### src/rtl/noc_pkg.sv
// Shared constants and helpers for the one-hot gather/distribute node family.
package noc_pkg;

   localparam int NOC_DATA_WIDTH = 32;
   localparam logic [NOC_DATA_WIDTH-1:0] DUMMY_DATA = '0;
   localparam int FIFO_DEPTH = 2;

   // Each merge stage appends one one-hot source bit below the inbound command.
   function automatic int out_cmd_width(input int in_width);
      return in_width + 1;
   endfunction

endpackage

### src/rtl/noc_skid_fifo2.sv
// Two-entry valid/ready buffer with a registered head; the head holds its last
// value when the buffer empties.
module noc_skid_fifo2
   import noc_pkg::*;
#(
   parameter int WIDTH = 35
) (
   input  logic             clk,
   input  logic             rst_n,
   input  logic             push,
   input  logic [WIDTH-1:0] push_data,
   input  logic             pop,
   output logic [1:0]       count,
   output logic [WIDTH-1:0] head
);

   logic [WIDTH-1:0] tail;
   logic             do_push;
   logic             do_pop;

   assign do_push = push && (count < 2'(FIFO_DEPTH));
   assign do_pop  = pop && (count != 2'd0);

   always_ff @(posedge clk or negedge rst_n) begin
      if (!rst_n) begin
         count <= 2'd0;
         head  <= '0;
         tail  <= '0;
      end else begin
         case ({do_push, do_pop})
            2'b10: begin
               if (count == 2'd0) head <= push_data;
               else               tail <= push_data;
               count <= count + 2'd1;
            end
            2'b01: begin
               if (count == 2'd2) head <= tail;
               count <= count - 2'd1;
            end
            2'b11: begin
               // Count is unchanged; with a single entry the new word goes straight to the head.
               if (count == 2'd1) begin
                  head <= push_data;
               end else begin
                  head <= tail;
                  tail <= push_data;
               end
            end
            default: ;
         endcase
      end
   end

endmodule

### src/rtl/collect_2x1_one_hot_pipe.sv
// Gather-chain merge node: round-robin between chain and local ports, tags the
// source in cmd bit 0 and buffers two entries toward the output.
module collect_2x1_one_hot_pipe
   import noc_pkg::*;
#(
   parameter int DATA_WIDTH       = 32,
   parameter int IN_COMMAND_WIDTH = 2
) (
   input  logic                                      clk,
   input  logic                                      rst_n,
   input  logic                                      i_en,
   input  logic                                      i_chain_valid,
   input  logic [DATA_WIDTH-1:0]                     i_chain_data_bus,
   input  logic [IN_COMMAND_WIDTH-1:0]               i_chain_cmd,
   output logic                                      o_chain_ready,
   input  logic                                      i_local_valid,
   input  logic [DATA_WIDTH-1:0]                     i_local_data_bus,
   output logic                                      o_local_ready,
   output logic                                      o_valid,
   output logic [DATA_WIDTH-1:0]                     o_data_bus,
   output logic [out_cmd_width(IN_COMMAND_WIDTH)-1:0] o_cmd,
   input  logic                                      i_ready
);

   localparam int OUT_COMMAND_WIDTH = out_cmd_width(IN_COMMAND_WIDTH);
   localparam int ENTRY_WIDTH       = DATA_WIDTH + OUT_COMMAND_WIDTH;
   localparam logic [DATA_WIDTH-1:0] IDLE_DATA = DATA_WIDTH'(DUMMY_DATA);

   logic [1:0]             count;
   logic [ENTRY_WIDTH-1:0] head;
   logic [ENTRY_WIDTH-1:0] push_data;
   logic                   rr;
   logic                   grant_ok;
   logic                   chain_go;
   logic                   local_go;

   // Space comes from the registered count only, so a pop never frees a slot in the same cycle.
   assign grant_ok = rst_n && i_en && (count < 2'(FIFO_DEPTH));

   assign o_chain_ready = grant_ok && i_chain_valid && (!i_local_valid || !rr);
   assign o_local_ready = grant_ok && i_local_valid && (!i_chain_valid || rr);
   assign chain_go      = o_chain_ready;
   assign local_go      = o_local_ready;

   always_comb begin
      push_data = {IDLE_DATA, {OUT_COMMAND_WIDTH{1'b0}}};
      if (chain_go)
         push_data = {i_chain_data_bus, i_chain_cmd, 1'b0};
      else if (local_go)
         push_data = {i_local_data_bus, {IN_COMMAND_WIDTH{1'b0}}, 1'b1};
   end

   always_ff @(posedge clk or negedge rst_n) begin
      if (!rst_n)        rr <= 1'b0;
      else if (chain_go) rr <= 1'b1;
      else if (local_go) rr <= 1'b0;
   end

   noc_skid_fifo2 #(
      .WIDTH(ENTRY_WIDTH)
   ) u_fifo (
      .clk      (clk),
      .rst_n    (rst_n),
      .push     (chain_go || local_go),
      .push_data(push_data),
      .pop      (o_valid && i_ready),
      .count    (count),
      .head     (head)
   );

   assign o_valid    = (count != 2'd0);
   assign o_data_bus = head[ENTRY_WIDTH-1:OUT_COMMAND_WIDTH];
   assign o_cmd      = head[OUT_COMMAND_WIDTH-1:0];

endmodule

### config.mk
export PLATFORM = sky130hd
export DESIGN_NAME = collect_2x1_one_hot_pipe
export DESIGN_NICKNAME = d
export VERILOG_FILES = /design/src/rtl/noc_pkg.sv /design/src/rtl/noc_skid_fifo2.sv /design/src/rtl/collect_2x1_one_hot_pipe.sv
export SDC_FILE = /design/constraint.sdc
export NUM_CORES = 1
export LEC_CHECK = 0
export ABC_AREA = 1
export ABC_CLOCK_PERIOD_IN_PS = 2300
export CAP_MARGIN = 20
export CORE_ASPECT_RATIO = 0.6
export CORE_UTILIZATION = 50
export DETAILED_ROUTE_END_ITERATION = 7
export PLACE_DENSITY = 0.83
export RECOVER_POWER = 25
export SKIP_CTS_REPAIR_TIMING = 1
export SLEW_MARGIN = 20
export SYNTH_ARGS = -nofsm -noshare
export SYNTH_HDL_FRONTEND = slang
export SYNTH_SLANG_ARGS = --single-unit
### constraint.sdc
create_clock -name clk -period 2.3 [get_ports clk]
set_input_delay 0.345 -clock clk [delete_from_list [all_inputs] [get_ports clk]]
set_output_delay 0.345 -clock clk [all_outputs]
set_load 0.01 [all_outputs]
; ---- After elaboration in Yosys (flattened, before gate mapping)
; Index checks and enable logic that the tools add are counted.
[totals]
latch_bits = 0
mem_bits_rw = 0
word_cells = 51
inputBits = 72
mem_bits_ro = 0
memories = 0
out_inout_bits = 38
reg_bits = 73
[classes]
n_lt_le_gt_ge = 1
reduce_logical = 23
muxes = 12
n_eq_ne = 9
div_mod_pow = 0
shift = 0
n_mul = 0
n_addsub = 2
bitwise = 0
[op_table]
columns = cell, n
row1 = 2-to-1 mux 35 bit, 7
row2 = case mux 35 bit (3 select lines), 1
row3 = case mux 35 bit (2 select lines), 1
row4 = logical AND 1 bit, 9
row5 = nonzero test 2 bit, 4
row6 = equality test 2 bit (second input constant), 3
row7 = AND reduction 3 bit, 2
row8 = equality test 2 x 1 -> 1 bit (second input constant), 2
row9 = inequality test 2 x 1 -> 1 bit (second input constant), 2
row10 = inequality test 2 bit (second input constant), 2
row11 = case mux 2 bit (2 select lines), 1
row12 = zero test 1 bit, 3
row13 = logical OR 1 bit, 3
row14 = nonzero test 3 bit, 1
row15 = adder 2 x 1 -> 2 bit (second input constant), 1
row16 = zero test 2 bit, 1
row17 = less-than comparator 2 bit (second input constant), 1
row18 = 2-to-1 mux 1 bit, 2
row19 = subtractor 2 x 1 -> 2 bit (second input constant), 1

; ---- Logic depth before layout (Yosys ltp)
[logic_depth]
ltp_word = 9
ltp_mapped = 14
mapped_depth_nobuf = 13

; ---- By module
; From an unflattened synthesis, not the netlist that was laid out.
[hier_totals]
cells_unflattened = 644
area_unflattened_um2 = 4369.2
[by_module_without_submodules]
columns = mod, seq_area_each_um2, cells_each, area_each_um2, n_inst
row1 = noc_skid_fifo2, 1801.7, 518, 3714.8, 1
row2 = collect_2x1_one_hot_pipe, 25.0, 126, 654.4, 1

; ---- Least setup slack after synthesis
; Ideal clock, no wire load.
[synth_timing]
path_type = flip-flop to flip-flop
startpoint = register u_fifo.count[1]
endpoint = register u_fifo.tail[30]
required_ns = 2.174
t_arrival_ns = 1.918
setup_ns = 0.126
setup_slack_ns = 0.256
path_stages_with_launch = 14
synth_period_minus_slack_ns = 2.044
path_buffers = 3
cell_sequence = dfrtp_1 > inv_2 > nand3_2 > nor2_4 > buf_6 > nor2_1 > inv_1 > ha_1 > nand2_1 > o21ai_1 > a21oi_2 > buf_4 > buf_4 > o21ai_0
[synth_between]
elab_chain_cells = 9
word_cells_on_any_way = 24
classes_between = order compare: 1 / eq/ne: 5 / mux: 5 / reduce/logical: 13
[synth_rtl]
columns = item, line
row1 = "start, declared", noc_skid_fifo2.sv:13  ; output logic [1:0] count,
row2 = "start signal, assigned", noc_skid_fifo2.sv:34  ; count <= count + 2'd1;
row3 = "start signal, assigned", noc_skid_fifo2.sv:38  ; count <= count - 2'd1;
row4 = less-than comparator 2 bit *, collect_2x1_one_hot_pipe.sv:38  ; assign grant_ok = rst_n && i_en && (count < 2'(FIFO_DEPTH));
row5 = logical AND 1 bit *, collect_2x1_one_hot_pipe.sv:38
row6 = logical AND 1 bit * (2 in a row), collect_2x1_one_hot_pipe.sv:40  ; assign o_chain_ready = grant_ok && i_chain_valid && (!i_local_valid || !rr);
row7 = net o_chain_ready, collect_2x1_one_hot_pipe.sv:15  ; output logic o_chain_ready,
row8 = logical OR 1 bit, collect_2x1_one_hot_pipe.sv:64  ; .push (chain_go || local_go),
row9 = logical AND 1 bit, noc_skid_fifo2.sv:21  ; assign do_push = push && (count < 2'(FIFO_DEPTH));
row10 = equality test 2 bit, noc_skid_fifo2.sv:30  ; case ({do_push, do_pop})
row11 = inequality test 2 bit (no line) or nonzero test 2 bit (tied branches), -
row12 = AND reduction 3 bit (no line), -
row13 = "end signal, assigned", noc_skid_fifo2.sv:33  ; else tail <= push_data;
row14 = "end signal, assigned", noc_skid_fifo2.sv:46  ; tail <= push_data;
row15 = "end, declared", noc_skid_fifo2.sv:17  ; logic [WIDTH-1:0] tail;
; The timed path passes the listed nets; every way through them passes the cells marked *. The select of a mux whose other input is x is not followed.
; A chain may end at the register's enable or synchronous reset.

; ---- Worst setup path in the final report
[layout_timing]
startpoint = input port i_local_valid
endpoint = output port o_local_ready
[layout_between]
elab_chain_cells = 2
[layout_rtl]
columns = item, line
row1 = "start, declared", collect_2x1_one_hot_pipe.sv:16  ; input logic i_local_valid,
row2 = logical AND 1 bit (2 in a row), collect_2x1_one_hot_pipe.sv:41  ; assign o_local_ready = grant_ok && i_local_valid && (!i_chain_valid || rr);
row3 = "end, declared", collect_2x1_one_hot_pipe.sv:18  ; output logic o_local_ready,
; Every way passes these cells.

==> results.md <==
- CTS root buffer: sky130_fd_sc_hd__clkbuf_16
- Final hold vios: 0
- Area post-placement: 0.00560 sq mm
- Leak: 2.78 nW
- Cell-internal power: 4.68 mW
- Average via count per standard cell: 5.33
- X dimension of the die: 122 um
- Initial core utilization: 53.2%
- Final cycle utilization of the critical path: 95.6%
- Count of standard-cell rows: 25
- DRC errors left: 0
- I/O pin count: 110
- Maximum count of clock buffers along a single path: 2
- Crit Path Category: in -> out
- Antenna violation net count after detailed routing: 0
- Nature of the critical path endpoint: output port
- Number of max-slew violations in the final report: 73
- Router iterations before antenna repair: 6
- Total Routed Length: 12500 um
- Transition time at the pin with the least slew margin: 1810 ps
- Final Instance Area: 0.00604 sq mm
- Total inserted antenna cells: 0
- Number of different library cells in the post-synthesis netlist: 26
- Total Power Consumption: 7.43 mW
- Clock share of power: 22.7%
- TritonCTS Sinks: 73
- Vertical die dimension: 73.9 um
- Result of the run: complete, but fails checks
- Most common cell in the netlist: sky130_fd_sc_hd__nand2_1
- Port Buffers: 109
- Required arrival time at the worst endpoint: 1960 ps
- Kind of start point of the critical path: input port
- Top post-synthesis cells by area: sky130_fd_sc_hd__dfrtp_1 42%, sky130_fd_sc_hd__nand2_1 12%, sky130_fd_sc_hd__inv_1 6.9%, sky130_fd_sc_hd__a21oi_2 6.5%, sky130_fd_sc_hd__a21oi_1 4.3%
- Share of async-settable or async-resettable flops after synthesis: 100%
- Synthesized netlist cell count: 564
- Most instantiated cells after synthesis: 137 x sky130_fd_sc_hd__nand2_1, 79 x sky130_fd_sc_hd__inv_1, 73 x sky130_fd_sc_hd__dfrtp_1, 37 x sky130_fd_sc_hd__a21oi_1
- Net count of the mapped netlist: 644
- Cts bufs inserted: 9
- Violation count after the first detailed-route iteration: 464
- Worst clock skew: 8.52 ps
- Count of flip-flops with a built-in enable after synthesis: 0
- Global-route wire length before repair: 19200 um
- Area of the die: 0.00901 sq mm
- Highest fanout seen on the critical path: 3
- Number of H-tree levels: 3
- Failing checks: max-capacitance violations, max-slew violations
- # setup viols final: 0
- Number of global-route vias before repair: 4007
- Final routed wire length divided by cell count: 15.7 um
- Routed vias: 4237
- Clock tree from TritonCTS: built
- Max-cap violations: 1
- Antenna violations before repair: 0
- Combinational Power Share: 48.8%
- Hold crit path type: in -> async
- Gr usage total: 28.2%
- Most instantiated flip-flop cell in the synthesis netlist: sky130_fd_sc_hd__dfrtp_1
- Reg-to-reg startpoint: u_fifo.count[1]
- Share of power burned in registers: 28.5%
- HPWL after detailed placement: 7860 um
- Number of flip-flops and latches in the synthesized netlist: 73
- Maximum number of pins on one net before global-route repair: 73
- Switching component of the power: 2.75 mW
- Power per Cell Area: 1230 mW/mm^2
- Nets@finish: 763
- Register-to-Register Setup Slack: 150 ps
- Shortest period the worst path allows: 2200 ps
- Reg2reg end: u_fifo.tail[15]
- Syn Std Cell Area: 0.00431 sq mm
- Placeable Area: 0.00810 sq mm
- Switching Fraction: 37.0%
- Clock latency reported for the late side of the worst-skew pair: 330 ps
- GRT Residual Overflow: 0
- Cell type contributing the most total cell area after synthesis: sky130_fd_sc_hd__dfrtp_1
- Slew headroom: -20.4%
- Fraction of layout cells with a size suffix above 1: 15.4%
- Synthesis-to-layout area growth: 40.2%
- Worst Reg2Reg Path Length in Cells: 13
- Max frequency: 455 MHz
- Sequential cell area fraction in the yosys report: 42.4%
- Synth Area per Inst: 7.64 sq um
- Synthesis Warnings: 0
- Crit path DAT: 1850 ps
- Share of the synthesized area in the top cell type: 42.4%
- Routability congestion estimate: 0.802
- Worst supply voltage drop on vdd: 0.626 mV
- Total negative setup slack: 0 ps
- Post-CTS clock slew at the launch and capture registers of the worst setup and hold paths: 50 ps
layer usage:
layer  track usage, %  vias to the layer above  wire length [um]
li1                 -                     1986                 -
met4             9.05                        0               182
met1             36.6                     2020              5490
met2             46.9                      207              5840
met3             7.14                       24               995
met5                0                        -                 0
worst max path at each step:
stage	endpoint	startpoint	slack, ps	depth (start not counted)
after global routing	u_fifo.tail[16]	i_chain_valid	-70	14
final	o_local_ready	i_local_valid	100	7
after detailed placement	u_fifo.head[13]	i_chain_valid	-190	14
after global placement	u_fifo.tail[19]	i_chain_valid	-120	12
after floorplan	u_fifo.tail[30]	u_fifo.count[1]	260	13
after CTS	u_fifo.head[3]	u_fifo.count[1]	80	13
kinds of logic after synthesis:
| kind of cell | share of synthesized area (%) |
|---|---|
| and+or+nand+nor | 26.9 |
| buffers and inverters | 12.3 |
| adders and majority gates | 2.32 |
| DFF | 42.4 |
| xor gates and xnor gates | 0.203 |
| AOI/OAI and AO/OA | 15.8 |
state kept, by name, summed over array words and instances, names as in the netlist:
register / flops
u_fifo.tail: 35
u_fifo.head: 35
u_fifo.count: 2
rr: 1
power groups by stage:
| stage | Sequential (mW) | Clock (mW) | Combinational (mW) |
|---|---|---|---|
| final | 2.12 | 1.69 | 3.63 |
| after CTS | 2.10 | 1.71 | 3.53 |
| after global placement | 2.10 | 0 | 3.33 |
| after detailed placement | 2.11 | 0 | 3.47 |
| after global routing | 2.16 | 1.75 | 3.94 |
| after floorplan | 2.19 | 0 | 1.89 |
metrics by stage:
stage               worst slack, ps  cells  hold WS [ps]  utilization, %
global route                  -73.8    795           487            74.6
detailed placement             -190    776           142            69.2
finish                          102    795           471            74.6
CTS                            80.4    791          -203            73.6
global placement               -116    776           142            69.2
floorplan                       256    564          49.4               -
cell type report:
class                   count  area [sq um]
flip-flops and latches     73          1830
fillers                   555          2060
clock inverters             5           129
inverters                  84           318
repair buffers            139          1430
clock buffers              10           229
multi-input cells         376          1970
well taps                 108           135
worst max-delay path, stage by stage:
cell and delay (ps):
sky130_fd_sc_hd__clkdlybuf4s50_1 480, sky130_fd_sc_hd__inv_1 70, sky130_fd_sc_hd__a21oi_4 120, sky130_fd_sc_hd__nand2_1 80
sky130_fd_sc_hd__inv_1 90, sky130_fd_sc_hd__buf_4 140, sky130_fd_sc_hd__clkdlybuf4s50_1 530
layout by cell type (no fill, tap or decap), types with 2 or more instances in the layout:
| cell type | instances |
|---|---|
| sky130_fd_sc_hd__a21oi_1 | 37 |
| sky130_fd_sc_hd__a21oi_2 | 30 |
| sky130_fd_sc_hd__a21oi_4 | 2 |
| sky130_fd_sc_hd__a31oi_1 | 3 |
| sky130_fd_sc_hd__buf_12 | 7 |
| sky130_fd_sc_hd__buf_4 | 19 |
| sky130_fd_sc_hd__bufinv_16 | 4 |
| sky130_fd_sc_hd__clkbuf_1 | 2 |
| sky130_fd_sc_hd__clkbuf_16 | 11 |
| sky130_fd_sc_hd__clkdlybuf4s50_1 | 108 |
| sky130_fd_sc_hd__dfrtp_1 | 72 |
| sky130_fd_sc_hd__ha_1 | 7 |
| sky130_fd_sc_hd__inv_1 | 79 |
| sky130_fd_sc_hd__inv_2 | 4 |
| sky130_fd_sc_hd__nand2_1 | 137 |
| sky130_fd_sc_hd__nand2_2 | 12 |
| sky130_fd_sc_hd__nand3_1 | 32 |
| sky130_fd_sc_hd__nand3_2 | 2 |
| sky130_fd_sc_hd__nor2_1 | 34 |
| sky130_fd_sc_hd__nor2_4 | 2 |
| sky130_fd_sc_hd__o21ai_0 | 35 |
| sky130_fd_sc_hd__o21ai_1 | 3 |
| sky130_fd_sc_hd__or2_0 | 23 |
| sky130_fd_sc_hd__or2_1 | 7 |
| sky130_fd_sc_hd__or2_2 | 5 |
Power figures use the tool's default switching activity.
